[config.mk]
export PLATFORM = sky130hd
export DESIGN_NAME = mult_arbiter
export DESIGN_NICKNAME = d
export VERILOG_FILES = /design/src/rtl/mult_arbiter.sv
export SDC_FILE = /design/constraint.sdc
export NUM_CORES = 1
export LEC_CHECK = 0
export ABC_AREA = 1
export CAP_MARGIN = 40
export CORE_ASPECT_RATIO = 0.5
export CORE_MARGIN = 10
export CORE_UTILIZATION = 44
export DETAILED_ROUTE_END_ITERATION = 12
export GPL_TIMING_DRIVEN = 0
export HOLD_SLACK_MARGIN = 0.03
export PLACE_DENSITY = 0.83
export RECOVER_POWER = 25
export SETUP_SLACK_MARGIN = 0.15
export SLEW_MARGIN = 40
export SYNTH_ARGS = -nofsm -noshare
export SYNTH_HDL_FRONTEND = slang
export SYNTH_SLANG_ARGS = --single-unit
[constraint.sdc]
create_clock -name clk_i -period 2.1 [get_ports clk_i]
set_clock_uncertainty 0.05 [all_clocks]
set_input_delay 0.525 -clock clk_i [delete_from_list [all_inputs] [get_ports clk_i]]
set_output_delay 0.525 -clock clk_i [all_outputs]
set_load 0.02 [all_outputs]
[src/rtl/mult_arbiter.sv]
// mult_arbiter
//   Shares one 4x4 sequential shift-add multiplier between N_REQ clients.
//   A round-robin search picks a requester. Its operands are latched and the
//   multiplier is started. The arbiter then waits for the multiplier's valid and
//   returns the product tagged with the client id. A watchdog turns a stalled
//   multiplier into an error response.
//
// Ports
//   clk_i, rst_i            clock (rising edge), synchronous active-high reset
//   req_i  [N_REQ]          per-client request, held until its gnt_o bit pulses
//   a_i, b_i [4*N_REQ]      per-client operands, client k at [4k+3:4k]
//   gnt_o  [N_REQ]          one-hot 1-cycle grant pulse
//   rsp_valid_o             1-cycle response pulse
//   rsp_id_o                client id of the response
//   rsp_result_o [8]        product (0 on error)
//   rsp_err_o               response is a timeout error
//   busy_o                  operation in progress (ISSUE/WAIT/RESP)
//   mul_start_o, mul_a_o, mul_b_o             to the multiplier
//   mul_busy_i, mul_valid_i, mul_result_i     from the multiplier
module mult_arbiter #(
    parameter int N_REQ   = 4,
    parameter int TIMEOUT = 15
) (
    input  logic                     clk_i,
    input  logic                     rst_i,
    input  logic [N_REQ-1:0]         req_i,
    input  logic [4*N_REQ-1:0]       a_i,
    input  logic [4*N_REQ-1:0]       b_i,
    output logic [N_REQ-1:0]         gnt_o,
    output logic                     rsp_valid_o,
    output logic [$clog2(N_REQ)-1:0] rsp_id_o,
    output logic [7:0]               rsp_result_o,
    output logic                     rsp_err_o,
    output logic                     busy_o,
    output logic                     mul_start_o,
    output logic [3:0]               mul_a_o,
    output logic [3:0]               mul_b_o,
    input  logic                     mul_busy_i,
    input  logic                     mul_valid_i,
    input  logic [7:0]               mul_result_i
);

    localparam int ID_W  = $clog2(N_REQ);
    localparam int CNT_W = $clog2(TIMEOUT);
    localparam logic [ID_W-1:0]  ID_LAST  = ID_W'(N_REQ - 1);
    localparam logic [CNT_W-1:0] CNT_LAST = CNT_W'(TIMEOUT - 1);

    typedef enum logic [1:0] {S_IDLE, S_ISSUE, S_WAIT, S_RESP} state_t;

    state_t            state_q, state_d;
    logic [ID_W-1:0]   rr_q, rr_d;
    logic [ID_W-1:0]   id_q, id_d;
    logic [3:0]        a_q, a_d;
    logic [3:0]        b_q, b_d;
    logic [CNT_W-1:0]  cnt_q, cnt_d;
    logic [7:0]        result_q, result_d;
    logic              err_q, err_d;

    logic              win_found;
    logic [ID_W-1:0]   win_id;
    logic [3:0]        win_a;
    logic [3:0]        win_b;
    int                idx;

    // Busy from the multiplier is informational only.
    logic unused_mul_busy;
    assign unused_mul_busy = mul_busy_i;

    // Round-robin search: start at rr_q, walk upward with wrap, first set bit wins.
    always_comb begin
        win_found = 1'b0;
        win_id    = '0;
        idx       = 0;
        for (int i = 0; i < N_REQ; i++) begin
            idx = int'(rr_q) + i;
            if (idx >= N_REQ) begin
                idx = idx - N_REQ;
            end
            if (!win_found && req_i[idx]) begin
                win_found = 1'b1;
                win_id    = idx[ID_W-1:0];
            end
        end
        win_a = a_i[4*win_id +: 4];
        win_b = b_i[4*win_id +: 4];
    end

    always_comb begin
        state_d  = state_q;
        rr_d     = rr_q;
        id_d     = id_q;
        a_d      = a_q;
        b_d      = b_q;
        cnt_d    = cnt_q;
        result_d = result_q;
        err_d    = err_q;
        case (state_q)
            S_IDLE, S_RESP: begin
                if (win_found) begin
                    id_d    = win_id;
                    a_d     = win_a;
                    b_d     = win_b;
                    state_d = S_ISSUE;
                end else begin
                    state_d = S_IDLE;
                end
            end
            S_ISSUE: begin
                rr_d    = (id_q == ID_LAST) ? '0 : id_q + ID_W'(1);
                cnt_d   = '0;
                state_d = S_WAIT;
            end
            S_WAIT: begin
                cnt_d = cnt_q + CNT_W'(1);
                // A valid in the timeout cycle still counts as a good result.
                if (mul_valid_i) begin
                    result_d = mul_result_i;
                    err_d    = 1'b0;
                    state_d  = S_RESP;
                end else if (cnt_q == CNT_LAST) begin
                    result_d = 8'd0;
                    err_d    = 1'b1;
                    state_d  = S_RESP;
                end
            end
            default: state_d = S_IDLE;
        endcase
    end

    always_ff @(posedge clk_i) begin
        if (rst_i) begin
            state_q  <= S_IDLE;
            rr_q     <= '0;
            id_q     <= '0;
            a_q      <= '0;
            b_q      <= '0;
            cnt_q    <= '0;
            result_q <= '0;
            err_q    <= 1'b0;
        end else begin
            state_q  <= state_d;
            rr_q     <= rr_d;
            id_q     <= id_d;
            a_q      <= a_d;
            b_q      <= b_d;
            cnt_q    <= cnt_d;
            result_q <= result_d;
            err_q    <= err_d;
        end
    end

    // Response fields are gated so they read 0 outside the RESP pulse.
    always_comb begin
        gnt_o        = (state_q == S_ISSUE) ? (N_REQ'(1) << id_q) : '0;
        mul_start_o  = (state_q == S_ISSUE);
        rsp_valid_o  = (state_q == S_RESP);
        rsp_id_o     = rsp_valid_o ? id_q : '0;
        rsp_result_o = rsp_valid_o ? result_q : 8'd0;
        rsp_err_o    = rsp_valid_o ? err_q : 1'b0;
        busy_o       = (state_q != S_IDLE);
        mul_a_o      = a_q;
        mul_b_o      = b_q;
    end

endmodule

==> impl_metrics.toml, run 1 <==
[power]
power_mw = 4.03
leakagePower_nw = 1.50
vdd.ir_drop.worst_uv = 612
power_density_mw_per_mm2 = 1390

[floorplanning]
io_pins = 74
num_rows = 16
die_y_microns = 66.8
core_area_sq_mm = 0.00406
die_area_sq_mm = 0.00759
initial_core_util_pct = 47.5
die_x_microns = 114

[global_route]
grt_use_total_pct = 14.4
antenna_found_initial = 0
grt_max_degree = 16
grt_pass1_wl_microns = 9180
grt_pass1_vias = 2080
overflow = 0

[outcome]
status = "finished clean"

[clocking]
cts.sinks = 27
cts_max_path_buffers = 2
clk_pin_slew_ns = 0.10
cts_tree = "done"
htreeDepth = 1
cts_root_buf = "clkbuf_8"
numCtsBuffers = 3
clk_latency_ns = 0.27

[route]
num_vias = 2158
firstDrtPassIters = 4
viasPerCell = 4.86
drtAntennaViolNets = 0
drc = 0
drt_wl_total_microns = 6010
drt-initial-drc-count = 94
avgRoutedWirePerCell_microns = 13.5

[synth]
synthTopCellsByArea = "dfxtp_1 (28%), nand2_1 (20%), inv_1 (7.0%)"
synth_top_area_cell = "dfxtp_1"
ys_seq_elements = 27
async_flop_share_pct = 0
yosysUniqueCellTypes = 32
synth_edf_count = 0
yosys_warnings = 0
syn_area_per_cell_sq_um = 6.39
ys.flop_type = "dfxtp_1"
post-synth-top-area-fraction_pct = 28.0
synthTopCellsByCount = "nand2_1 (101), inv_1 (36), nor2_1 (31)"
yosysMostFrequentCell = "nand2_1"
synth_nets = 360
yosysSeqAreaShare_pct = 28.0
syn_area_sq_mm = 0.00193
synthCells = 302

[setup_path]
cp.required_ns = 1.52
crit_chain = "inv_1, ha_2, buf_6, nand2_1, inv_1, buf_2"
max_stage_delay_ns = 0.39
path_buf_inv = 4
start_kind = "flop"
cp_slowest_cell = "dfxtp_1"
cp_max_fo = 8
arrival_ns = 1.34
path_class = "reg -> out"
path_delay_family = "buffers and inverters"
startpoint = "state_q[1]"
path_common_cell = "inv_1"
critical_path.endpoint_type = "primary output"
reg2reg_from = "rr_q[0]"

[layout]
finish.instance_area_sq_mm = 0.00291
fillers = 341
drive_gt1_share_pct = 23.6
final_cells = 444
num-nets-final = 449
area.growth.synth_to_final_pct = 50.6
antenna_cells = 0
final_util_pct = 71.5

[timing]
setup_tns_ns = 0
slew_headroom_pct = 61.3
tightest_slew_ns = 0.577
clock.fmax_mhz = 523
setup_viol = 0
fin_crit_sh_pct = 91.0
final-hold-violation-count = 0
fin_crit_ns = 1.91
rsz0062_at_grt = "false"
drv_slew = 0

[placed_design]
gp_routability_congestion = 0.885
placed_cells = 428
io_buffer_count = 72
dp_hpwl_microns = 4630
place_area_sq_mm = 0.00272

[hold_path]
holdCritStartpoint = "result_q[2]"
hp-class = "reg -> reg"

[flow_run]
cap_violations = 0
[metal layers]
layer | track usage (%) | share of wire (%)
met4 | 3.77 | 1.1
met3 | 4.29 | 6.1
met5 | 0 | 0
met2 | 28.3 | 53
met1 | 14.6 | 40
[repair_timing]
action | in CTS | in global routing
hold buffers | 0 | 0
buffers inserted | 6 | 5
gates cloned | 0 | 1
pin swaps | 5 | 11
setup endpoints to repair | 27 | 22
resized for setup | 66 | 39
[worst paths after layout]
kind | to | slack [ns] | depth (start not counted)
min | result_q[2] | 0.41 | 2
max | gnt_o[3] | 0.19 | 6
max reg2reg | mul_b_o[3] | 0.24 | 14
min reg2reg | result_q[2] | 0.41 | 2
[worst min-delay path, cell delays in order (launching register included)]
cell and delay [ns]:
dfxtp_1 0.32, nand2_1 0.06, a21oi_1 0.05
[power breakdown]
part / internal [mW] / switching (mW)
Sequential: 0.655 / 0.106
Combinational: 1.24 / 1.72
Clock: 0.133 / 0.170
[flip-flops by register name (all words and copies together) (netlist names)]
name,cells
result_q,8
err_q,1
mul_a_o,4
state_q,2
id_q,2
mul_b_o,4
cnt_q,4
rr_q,2
[final cells by class]
type                    instances  area [sq um]  area share, %
plain buffers                   7          78.8           2.71
clock buffers                   3          41.3           1.42
clock inverters                 1          5.00          0.172
inverters                      43           171           5.90
multi-input cells             225          1240           42.5
flip-flops and latches         27           547           18.8
well taps                      54          67.6           2.33
repair buffers                 84           758           26.1
[per-stage QoR]
stage               setup WS, ns  hold WS, ns
finish                     0.189        0.414
global route              0.0893        0.437
CTS                       0.0735        0.419
detailed placement        -0.327        0.406
global placement          -0.240        0.399
floorplan                  0.333        0.391
[kinds of logic after synthesis]
| group | after synthesis | share of synthesized area, % |
|---|---|---|
| flip-flops | 27 | 28.0 |
| buffers and inverters | 50 | 11.3 |
| adder cells (fa/ha/maj) | 10 | 6.49 |
| AND/OR/NAND/NOR | 190 | 46.4 |
| AO/OA/AOI/OAI | 25 | 7.72 |
[cell usage in the layout (no fill, tap or decap), types with 10 or more instances in the layout]
master and count:
nand2_1 96, clkdlybuf4s50_1 49, dfxtp_1 24, buf_2 10, inv_1 30, nand3_1 16, nor2_1 31, buf_4 14
nand2_2 23, a21oi_1 12
(Power assumes the default switching activity.)
==> run 2, diff against run 1 <==
SKIP_LAST_GASP = 1   (was not set)
==> results of run 2 <==
Same layout as run 1: the final DEF is identical, and so are final timing and power.
==> edit, RTL diff (flow settings as in run 1) <==
Register the output `rsp_err_o`, with the module's reset; this adds one clock of latency there. The other outputs are not delayed to match.
--- a/src/rtl/mult_arbiter.sv
+++ b/src/rtl/mult_arbiter.sv
@@ -46,6 +46,8 @@
     localparam logic [CNT_W-1:0] CNT_LAST = CNT_W'(TIMEOUT - 1);
 
     typedef enum logic [1:0] {S_IDLE, S_ISSUE, S_WAIT, S_RESP} state_t;
+
+    logic rsp_err_d;
 
     state_t            state_q, state_d;
     logic [ID_W-1:0]   rr_q, rr_d;
@@ -156,11 +158,19 @@
         rsp_valid_o  = (state_q == S_RESP);
         rsp_id_o     = rsp_valid_o ? id_q : '0;
         rsp_result_o = rsp_valid_o ? result_q : 8'd0;
-        rsp_err_o    = rsp_valid_o ? err_q : 1'b0;
+        rsp_err_d    = rsp_valid_o ? err_q : 1'b0;
         busy_o       = (state_q != S_IDLE);
         mul_a_o      = a_q;
         mul_b_o      = b_q;
     end
 
+    always_ff @(posedge clk_i) begin
+        if (rst_i) begin
+            rsp_err_o <= '0;
+        end else begin
+            rsp_err_o <= rsp_err_d;
+        end
+    end
+
 endmodule
 
Formal check against the unedited RTL: no difference found for any inputs over 10 cycles, from zero or initial values and one cycle with rst_i high; that may be too few to reach the edited logic, so the function may still have changed.
==> edit against run 1 <==
Die area down 2.0%. Area after synthesis down 2.7%. Final area up 3.7%. Highest routed layer unchanged. Worst setup slack got worse by 0.095 ns. Non-clock buffer count grew 6. Wire length rose by 11%. Global-route usage is 0.32 points higher. Count of clock-buffer cells in the layout unchanged. Sequential cell count grew 1. Power is 12% higher. Sequential power rose by 5.8%. Combinational power up 10%.
==> edit: results (changes against run 1) <==
Status:
- The run finished with clean final reports.

GRT:
- The met3 usage is 2.989% (-1.3 points).
- The global-route wire length before repair was 9342 um (+1.8%).
- The met1 track demand over resource in global routing is 15.68% (+1.1 points).
- The global-route met2 utilization was 29.60% (+1.3 points).
- The pin count of the biggest net entering global routing is 17 (+1).
- The via count of the first global-routing pass is 2065 (-0.72%).

Synthesis:
- Yosys attributes the largest share of cell area to dfxtp_1 (30%), nand2_1 (21%), inv_1 (7.8%).
- The adder and majority gate portion of the synthesized area is 6.662% (+0.18 points).
- The gate count of the mapped netlist is 298 (-1.3%).
- In the synthesized netlist, the cells that appear most often are nand2_1 (104), inv_1 (39), nor2_1 (33).
- The part of the Yosys area used for sequential elements is 29.85% (+1.8 points).

Worst setup path:
- The depth of the most critical reg-to-reg path is 13 (-1).
- The biggest cell delay along the critical path is 0.42 ns (+0.03 ns).
- Among all stages on the critical path, the largest delay is contributed by dfxtp_4.
- Broken down by cell family, the worst path's largest delay share belongs to simple AND/OR/NAND/NOR gates.

Detailed routing:
- The final wirelength is 6700 um (+11%).
- The detailed route wirelength on metal2 came to 3622 um (+14%).
- The total vias in the final route is 2244 (+4.0%).
- The wire length on met1 is 2541 um (+5.8%).
- The number of DRC violations after detailed-routing iteration 0 came to 120 (+28%).

Placed design:
- The half-perimeter wire length after placement was 4396 um (-5.1%).
- The count of placed standard cells including taps is 424 (-0.93%).
- The worst slack at placement is -0.3253 ns (+0.001640 ns).
- The instance area at placement is 2666 um2 (-1.9%).
- The routability congestion estimate from global placement is 0.8124 (-8.2%).

Power and ir drop:
- The proportion of total power due to net switching is 48.62% (-1.0 points).
- The total leakage power was 1.514 nW (+0.73%).

STA:
- The worst-margin pin slew is 0.5786 ns (+0.001348 ns).

Finish:
- The filler cell count in the final layout was 273 (-20%).
edit: final cells by class:
type / count / area [um2] / area share, %
plain buffers: 7 / 70.07 / 2.326
flip-flops and latches: 28 / 571.8 / 18.98
clock inverters: 1 / 30.03 / 0.9967
multi-input cells: 219 / 1259 / 41.78
well taps: 54 / 67.56 / 2.243
clock buffers: 3 / 41.29 / 1.370
inverters: 44 / 170.2 / 5.648
repair buffers: 90 / 803.3 / 26.66
edit: worst register-to-register path: cells and delay by family, from the launching register on:
family / cells / cell delay [ns]
and+or+nand+nor: 9 / 0.97
DFF: 1 / 0.42
buffers and inverters: 3 / 0.28
AOI/OAI and AO/OA: 1 / 0.22
edit: power by group through the flow:
| stage | combinational [mW] | clock (mW) | sequential [mW] |
|---|---|---|---|
| floorplan | 1.66 | 0 | 0.822 |
| global placement | 2.31 | 0 | 0.765 |
| detailed placement | 2.36 | 0 | 0.773 |
| CTS | 2.66 | 0.427 | 0.778 |
| global route | 3.53 | 0.450 | 0.812 |
| finish | 3.27 | 0.425 | 0.805 |
edit: final timing paths:
check	start	to	slack, ns
worst min register to register	err_q	rsp_err_o	0.39
worst min-delay path	err_q	rsp_err_o	0.39
worst max-delay path	rr_q[0]	mul_a_o[0]	0.09
worst max register to register	rr_q[0]	mul_a_o[0]	0.09
edit: what timing repair did:
| action | in CTS | in global routing |
|---|---|---|
| pin swaps | 12 | 18 |
| gates resized for setup | 69 | 65 |
| setup buffers | 8 | 9 |
| endpoints found under the setup margin | 27 | 24 |
| gates cloned | 0 | 1 |
edit: kinds of logic (layout without fill, tap and decap cells):
| family | Yosys count | after routing |
|---|---|---|
| AND/OR/NAND/NOR | 175 | 175 |
| AO/OA/AOI/OAI | 34 | 34 |
| flip-flops | 28 | 28 |
| buffers and inverters | 51 | 145 |
| adder cells (fa/ha/maj) | 10 | 10 |
